**src/rtl/pixel_pkg.sv**
```systemverilog
// rtl/pixel_pkg.sv - shared pixel types, reader states and image defaults
package pixel_pkg;

  localparam int COLOR_W   = 12;
  localparam int IMG_W_DEF = 320;
  localparam int IMG_H_DEF = 240;

  typedef struct packed {
    logic [3:0] r;
    logic [3:0] g;
    logic [3:0] b;
  } rgb444_t;

  typedef struct packed {
    logic sof;
    logic eol;
    logic eof;
  } pix_flags_t;

  typedef enum logic [1:0] {
    ST_IDLE,
    ST_FETCH,
    ST_DRAIN
  } rd_state_e;

endpackage

```
**src/rtl/sync_fifo.sv**
```systemverilog
// rtl/sync_fifo.sv - first-word-fall-through synchronous FIFO with occupancy count
module sync_fifo #(
  parameter int WIDTH = 8,
  parameter int DEPTH = 4,
  localparam int CNT_W = $clog2(DEPTH + 1)
) (
  input  logic             clk,
  input  logic             rst,
  input  logic             push_i,
  input  logic [WIDTH-1:0] push_data_i,
  input  logic             pop_i,
  output logic [WIDTH-1:0] pop_data_o,
  output logic             full_o,
  output logic             empty_o,
  output logic [CNT_W-1:0] count_o
);

  localparam int PTR_W = (DEPTH > 1) ? $clog2(DEPTH) : 1;
  localparam logic [PTR_W-1:0] PTR_LAST = PTR_W'(DEPTH - 1);

  logic [WIDTH-1:0] mem_q [DEPTH];
  logic [PTR_W-1:0] wr_ptr_q, wr_ptr_d;
  logic [PTR_W-1:0] rd_ptr_q, rd_ptr_d;
  logic [CNT_W-1:0] count_q, count_d;
  logic             do_push;
  logic             do_pop;

  assign full_o     = (count_q == CNT_W'(DEPTH));
  assign empty_o    = (count_q == '0);
  assign count_o    = count_q;
  assign pop_data_o = mem_q[rd_ptr_q];
  assign do_push    = push_i && !full_o;
  assign do_pop     = pop_i && !empty_o;

  always_comb begin
    wr_ptr_d = wr_ptr_q;
    rd_ptr_d = rd_ptr_q;
    count_d  = count_q;
    if (do_push) wr_ptr_d = (wr_ptr_q == PTR_LAST) ? '0 : wr_ptr_q + 1'b1;
    if (do_pop)  rd_ptr_d = (rd_ptr_q == PTR_LAST) ? '0 : rd_ptr_q + 1'b1;
    case ({do_push, do_pop})
      2'b10:   count_d = count_q + 1'b1;
      2'b01:   count_d = count_q - 1'b1;
      default: count_d = count_q;
    endcase
  end

  always_ff @(posedge clk) begin
    if (rst) begin
      wr_ptr_q <= '0;
      rd_ptr_q <= '0;
      count_q  <= '0;
    end else begin
      wr_ptr_q <= wr_ptr_d;
      rd_ptr_q <= rd_ptr_d;
      count_q  <= count_d;
    end
  end

  // Storage is not reset: entries are only observable once counted.
  always_ff @(posedge clk) begin
    if (do_push) mem_q[wr_ptr_q] <= push_data_i;
  end

endmodule

```
**src/rtl/pixel_stream_reader.sv**
```systemverilog
// rtl/pixel_stream_reader.sv - raster-order framebuffer reader emitting a tagged valid/ready pixel stream
module pixel_stream_reader #(
  parameter int IMG_W      = pixel_pkg::IMG_W_DEF,
  parameter int IMG_H      = pixel_pkg::IMG_H_DEF,
  parameter int COLOR_W    = pixel_pkg::COLOR_W,
  parameter int MEM_LAT    = 2,
  parameter int FIFO_DEPTH = MEM_LAT + 2,
  parameter int ADDR_W     = $clog2(IMG_W * IMG_H)
) (
  input  logic               clk,
  input  logic               rst,
  input  logic               start,
  output logic               busy,
  output logic               frame_done,
  output logic               mem_rd_en,
  output logic [ADDR_W-1:0]  mem_addr,
  input  logic [COLOR_W-1:0] mem_data,
  output logic               out_valid,
  input  logic               out_ready,
  output logic [COLOR_W-1:0] out_rgb,
  output logic               out_sof,
  output logic               out_eol,
  output logic               out_eof
);

  import pixel_pkg::*;

  localparam int X_W   = (IMG_W > 1) ? $clog2(IMG_W) : 1;
  localparam int Y_W   = (IMG_H > 1) ? $clog2(IMG_H) : 1;
  localparam int CNT_W = $clog2(FIFO_DEPTH + 1);
  localparam int ENT_W = $bits(pix_flags_t) + COLOR_W;
  localparam logic [X_W-1:0]    X_LAST    = X_W'(IMG_W - 1);
  localparam logic [Y_W-1:0]    Y_LAST    = Y_W'(IMG_H - 1);
  localparam logic [ADDR_W-1:0] LAST_ADDR = ADDR_W'(IMG_W * IMG_H - 1);
  localparam logic [CNT_W:0]    CREDITS   = (CNT_W + 1)'(FIFO_DEPTH);

  rd_state_e         state_q, state_d;
  logic [X_W-1:0]    x_q, x_d;
  logic [Y_W-1:0]    y_q, y_d;
  logic [ADDR_W-1:0] addr_q, addr_d;
  logic [CNT_W-1:0]  inflight_q, inflight_d;
  logic              frame_done_q, frame_done_d;
  logic [MEM_LAT-1:0] pipe_vld_q;
  pix_flags_t        pipe_flg_q [MEM_LAT];

  pix_flags_t        cur_flags;
  pix_flags_t        head_flags;
  logic [COLOR_W-1:0] head_rgb;
  logic [ENT_W-1:0]  fifo_head;
  logic [CNT_W-1:0]  fifo_count;
  logic              fifo_full, fifo_empty;
  logic              rd_en, push, pop, credit_ok;

  assign push      = pipe_vld_q[MEM_LAT-1];
  assign pop       = out_valid && out_ready;
  assign credit_ok = ({1'b0, fifo_count} + {1'b0, inflight_q}) < CREDITS;
  // The credit check alone guarantees room; !fifo_full never changes the outcome.
  assign rd_en     = (state_q == ST_FETCH) && credit_ok && !fifo_full;

  assign cur_flags.sof = (x_q == '0) && (y_q == '0);
  assign cur_flags.eol = (x_q == X_LAST);
  assign cur_flags.eof = (x_q == X_LAST) && (y_q == Y_LAST);

  always_comb begin
    state_d      = state_q;
    x_d          = x_q;
    y_d          = y_q;
    addr_d       = addr_q;
    frame_done_d = 1'b0;
    case (state_q)
      ST_IDLE: begin
        if (start) begin
          state_d = ST_FETCH;
          x_d     = '0;
          y_d     = '0;
          addr_d  = '0;
        end
      end
      ST_FETCH: begin
        if (rd_en) begin
          addr_d = addr_q + 1'b1;
          if (x_q == X_LAST) begin
            x_d = '0;
            y_d = y_q + 1'b1;
          end else begin
            x_d = x_q + 1'b1;
          end
          if (addr_q == LAST_ADDR) state_d = ST_DRAIN;
        end
      end
      ST_DRAIN: begin
        // Done when the last buffered pixel leaves and nothing is still in the BRAM pipe.
        if ((inflight_q == '0) && (fifo_count == CNT_W'(1)) && pop) begin
          state_d      = ST_IDLE;
          frame_done_d = 1'b1;
        end
      end
      default: state_d = ST_IDLE;
    endcase
  end

  always_comb begin
    inflight_d = inflight_q;
    case ({rd_en, push})
      2'b10:   inflight_d = inflight_q + 1'b1;
      2'b01:   inflight_d = inflight_q - 1'b1;
      default: inflight_d = inflight_q;
    endcase
  end

  always_ff @(posedge clk) begin
    if (rst) begin
      state_q      <= ST_IDLE;
      x_q          <= '0;
      y_q          <= '0;
      addr_q       <= '0;
      inflight_q   <= '0;
      frame_done_q <= 1'b0;
    end else begin
      state_q      <= state_d;
      x_q          <= x_d;
      y_q          <= y_d;
      addr_q       <= addr_d;
      inflight_q   <= inflight_d;
      frame_done_q <= frame_done_d;
    end
  end

  // Flags travel alongside each read so they meet their data at pipe exit.
  always_ff @(posedge clk) begin
    if (rst) begin
      for (int i = 0; i < MEM_LAT; i++) begin
        pipe_vld_q[i] <= 1'b0;
        pipe_flg_q[i] <= '0;
      end
    end else begin
      pipe_vld_q[0] <= rd_en;
      pipe_flg_q[0] <= cur_flags;
      for (int i = 1; i < MEM_LAT; i++) begin
        pipe_vld_q[i] <= pipe_vld_q[i-1];
        pipe_flg_q[i] <= pipe_flg_q[i-1];
      end
    end
  end

  sync_fifo #(
    .WIDTH (ENT_W),
    .DEPTH (FIFO_DEPTH)
  ) u_fifo (
    .clk         (clk),
    .rst         (rst),
    .push_i      (push),
    .push_data_i ({pipe_flg_q[MEM_LAT-1], mem_data}),
    .pop_i       (pop),
    .pop_data_o  (fifo_head),
    .full_o      (fifo_full),
    .empty_o     (fifo_empty),
    .count_o     (fifo_count)
  );

  assign {head_flags, head_rgb} = fifo_head;

  assign busy       = (state_q != ST_IDLE);
  assign frame_done = frame_done_q;
  assign mem_rd_en  = rd_en;
  assign mem_addr   = addr_q;
  assign out_valid  = !fifo_empty;
  assign out_rgb    = out_valid ? head_rgb : '0;
  assign out_sof    = out_valid && head_flags.sof;
  assign out_eol    = out_valid && head_flags.eol;
  assign out_eof    = out_valid && head_flags.eof;

endmodule

```
**config.mk**
```make
export PLATFORM = sky130hd
export DESIGN_NAME = pixel_stream_reader
export DESIGN_NICKNAME = d
export VERILOG_FILES = /design/src/rtl/pixel_pkg.sv /design/src/rtl/sync_fifo.sv /design/src/rtl/pixel_stream_reader.sv
export SDC_FILE = /design/constraint.sdc
export NUM_CORES = 1
export LEC_CHECK = 0
export CAP_MARGIN = 20
export CORE_ASPECT_RATIO = 0.75
export CORE_MARGIN = 2
export CORE_UTILIZATION = 25
export CTS_CLUSTER_DIAMETER = 80
export DETAILED_ROUTE_END_ITERATION = 12
export PLACE_DENSITY_LB_ADDON = 0.25
export SYNTH_ARGS = -nofsm -noshare
export SYNTH_HDL_FRONTEND = slang
export SYNTH_SLANG_ARGS = --single-unit
```
**constraint.sdc**
```tcl
create_clock -name clk -period 3.5 [get_ports clk]
set_input_delay 0.7 -clock clk [delete_from_list [all_inputs] [get_ports clk]]
set_output_delay 0.7 -clock clk [all_outputs]
set_load 0.02 [all_outputs]
```
==> metrics.md <==
| Metric | Value |
|---|---|
| Status | `finished, final reports clean` |
| GRT overflow | `0` |
| CTS H-tree lvls | `4` |
| FF-to-FF setup slack | `0.99 ns` |
| PwrDens | `625.1 mW/mm²` |
| Ant diodes | `0` |
| Critical Path RT | `2.80 ns` |
| Syn avg cell area | `11.91 µm²` |
| Clock share of power | `41.3%` |
| Die area | `0.02165 mm²` |
| Routability cong. | `0.7911` |
| Drt wl/cell | `14.59 µm` |
| Unrepaired setup endpoints after global routing | `no` |
| DRC | `0` |
| Power, Total | `4.077 mW` |
| Crit path max fanout | `19` |
| Crit path cell chain | `inv_1, ha_1, nand2b_1, and2_1, clkdlybuf4s50_1` |
| Highest clock rate | `319.5 MHz` |
| Slew Limit Headroom | `43.83%` |
| Largest net degree at the start of global routing | `51` |
| Net switching power | `1.139 mW` |
| Crit share post-route | `89.42%` |
| First-pass GRT wire length | `18160 µm` |
| Crit path max-delay cell type | `clkdlybuf4s50_1` |
| CP Launch Type | `flop` |
| Endpoints failing setup | `0` |
| # clock sinks | `117` |
| Crit path buffers/inverters | `2` |
| CP arrival | `2.43 ns` |
| WL final | `11030 µm` |
| Post-DP HPWL | `7253 µm` |
| Synth Flop Type | `edfxtp_1` |
| Antenna-violating nets left | `0` |
| Register area share after synthesis | `57.48%` |
| Starting Density | `25.40%` |
| Synth Net Count | `465` |
| Layout area overhead | `27.40%` |
| Share of post-route cells with drive strength above 1 | `11.85%` |
| Crit Path Category | `reg -> out` |
| Initial antenna violation count | `0` |
| EDFF count, synth | `60` |
| CTS Buffer Depth | `2` |
| Worst r2r dst | `inflight_q[2]` |
| Sw frac | `27.94%` |
| Post CTS Setup Buffer Count | `0` |
| Cells after synthesis | `430` |
| Max_cap viols | `0` |
| Setup Slack @ Placement | `0.7132 ns` |
| Vias in the first global route | `3548` |
| CTS Buf Count | `17` |
| CTS hold repair buffers | `0` |
| Fin. Hold Viols | `0` |
| Clock latency on the worst-skew pair | `0.42 ns` |
| Crit-path leading delay family | `buffers and inverters` |
| Register share of total power | `37.7%` |
| Rows | `45` |
| Reg2reg path depth | `11` |
| Kind of end point of the critical path | `output pin` |
| Final core occ | `32.36%` |
| Hold crit path type | `reg -> reg` |
| CTS Root Cell | `clkbuf_16` |
| Total I/O pin count | `52` |
| #FFs+latches synth | `117` |
| Global Route Usage Sum | `10.78%` |
| Worst Setup SP | `u_fifo.count_o[0]` |
| Die Ht | `127.9 µm` |
| Clock-pin slew on the worst setup and hold paths | `0.06 ns` |
| Max stage delay on crit path | `0.61 ns` |
| Final nets | `520` |
| Vias | `3600` |
| Die span in x | `169.2 µm` |
| Worst-margin pin slew | `0.8426 ns` |
| Setup TNS | `0 ns` |
| Pre-antenna DRT Iters | `4` |
| Final worst slack | `0.3705 ns` |
| Critical Path Stages | `5` |
| Iteration-0 DRC Markers | `157` |
| Vias per cell | `4.762` |
| Critical Path Sink | `out_eol` |
| CTS tree | `done` |
| Ys async rst share | `0%` |
| Int Pwr | `2.938 mW` |
| Leak | `2.108 nW` |
| Hold_sp | `pipe_flg_q[0][0]` |
| Clk_skew | `0.008593 ns` |
| RR Startpoint | `u_fifo.count_o[0]` |
| Mapped cell area | `0.005120 mm²` |
| Core area | `0.02016 mm²` |
| Post-CTS sizing | `0` |
| Fin. max-slew vios | `0` |
| Minimum clock period | `3.130 ns` |
| Ys Warns | `0` |
| Count of input and output buffers | `51` |
| Peak VDD IR | `0.0002165 V` |
| Gate power share | `21.0%` |
| Synth cell types | `43` |
worst register-to-register path, stage by stage, from the launching register on:
cell     delay, ns
dfxtp_1       0.42
inv_1         0.09
ha_1          0.24
a21oi_1       0.28
nand3_1       0.20
buf_4         0.21
ha_1          0.22
inv_1         0.07
fa_1          0.17
xor2_1        0.07
or3_1         0.31
a21oi_1       0.15
state kept, by name, summed over array words and instances, names as in the netlist, named ones only:
register         cells
u_fifo.wr_ptr_q      2
u_fifo.count_o       3
frame_done           1
state_q              2
u_fifo.mem_q        60
x_q                  9
mem_addr            17
pipe_vld_q           2
inflight_q           3
y_q                  8
u_fifo.rd_ptr_q      2
pipe_flg_q           6
power by group through the flow:
| stage | Sequential, mW | Clock (mW) | Combinational [mW] |
|---|---|---|---|
| 2_1_floorplan | 1.56 | 0 | 0.540 |
| 3_3_place_gp | 1.56 | 0 | 0.857 |
| 3_5_place_dp | 1.57 | 0 | 0.872 |
| 4_1_cts | 1.54 | 1.72 | 0.875 |
| 5_1_grt | 1.55 | 1.78 | 0.945 |
| 6_report | 1.54 | 1.68 | 0.856 |
per-stage QoR:
step                std cells  hold slack [ns]  cell area, µm²
global placement          723           0.4324            5936
CTS                       755           0.4450            6515
global route              756           0.4614            6523
floorplan                 430           0.4138            5120
detailed placement        723           0.4258            5936
finish                    756           0.4366            6523
cells in the mapped netlist (16+ instances only):
library cell	number	area [µm²]
clkbuf_1	17	63.81
nand3_1	19	95.09
and2_1	17	106.4
inv_1	16	60.06
ha_1	18	225.2
edfxtp_1	60	1802
nand2_1	25	93.84
or4_1	17	127.6
dfxtp_1	57	1141
nor2_1	16	60.06
a21oi_1	37	185.2
o31ai_1	16	120.1
per-layer routing:
metal / vias up / GRT usage (%) / wire length [µm]
met3: 14 / 3.365 / 332
li1: 1754 / - / -
met2: 62 / 16.76 / 5140
met5: - / 0 / 0
met1: 1770 / 13.98 / 5348
met4: 0 / 4.475 / 208
cell type report:
| class | instances | area, µm² |
|---|---|---|
| clock inverter | 15 | 153.9 |
| sequential | 117 | 2943 |
| clock buffer | 17 | 425.4 |
| fill | 1988 | 13630 |
| inverter | 16 | 60.06 |
| multi-input combinational | 273 | 2027 |
| timing repair buffer | 60 | 590.6 |
| tap | 258 | 322.8 |
cell usage in the layout, fill, tap and decap left out, types with 4 or more instances in the layout:
cell	synthesis	layout
nor2b_1	6	6
edfxtp_1	60	60
xor2_1	4	4
clkinvlp_4	0	6
nand2_1	25	25
and2_1	17	17
o21ai_0	12	12
nand3_1	19	19
ha_1	18	18
dfxtp_1	57	57
and3_1	7	7
inv_1	16	16
nor2_1	16	16
nor4_1	6	6
nand4_1	12	12
a21oi_1	37	37
mux4_2	15	15
o31ai_1	16	16
clkbuf_16	0	17
or4_1	17	17
or3_1	11	11
clkdlybuf4s50_1	0	51
inv_6	0	4
buf_4	0	8
how the worst min path moves through the flow:
stage	endpoint	slack (ns)	cells after the start
floorplan	pipe_flg_q[0][3]	0.41	1
global placement	pipe_flg_q[0][5]	0.43	1
detailed placement	pipe_vld_q[1]	0.43	1
CTS	pipe_flg_q[0][3]	0.45	1
global route	pipe_flg_q[0][3]	0.46	1
finish	pipe_flg_q[0][3]	0.44	1
cells by family (layout without fill, tap and decap cells):
group	Yosys count	after routing	share of synthesized area, %
buf+inv	40	108	3.055
fa+ha+maj	19	19	4.790
compound gates	80	80	9.433
mux	17	17	6.989
xor+xnor	4	4	0.6842
simple gates	153	153	17.57
flops	117	117	57.48
Note: power is estimated with default switching activity, not from simulation.
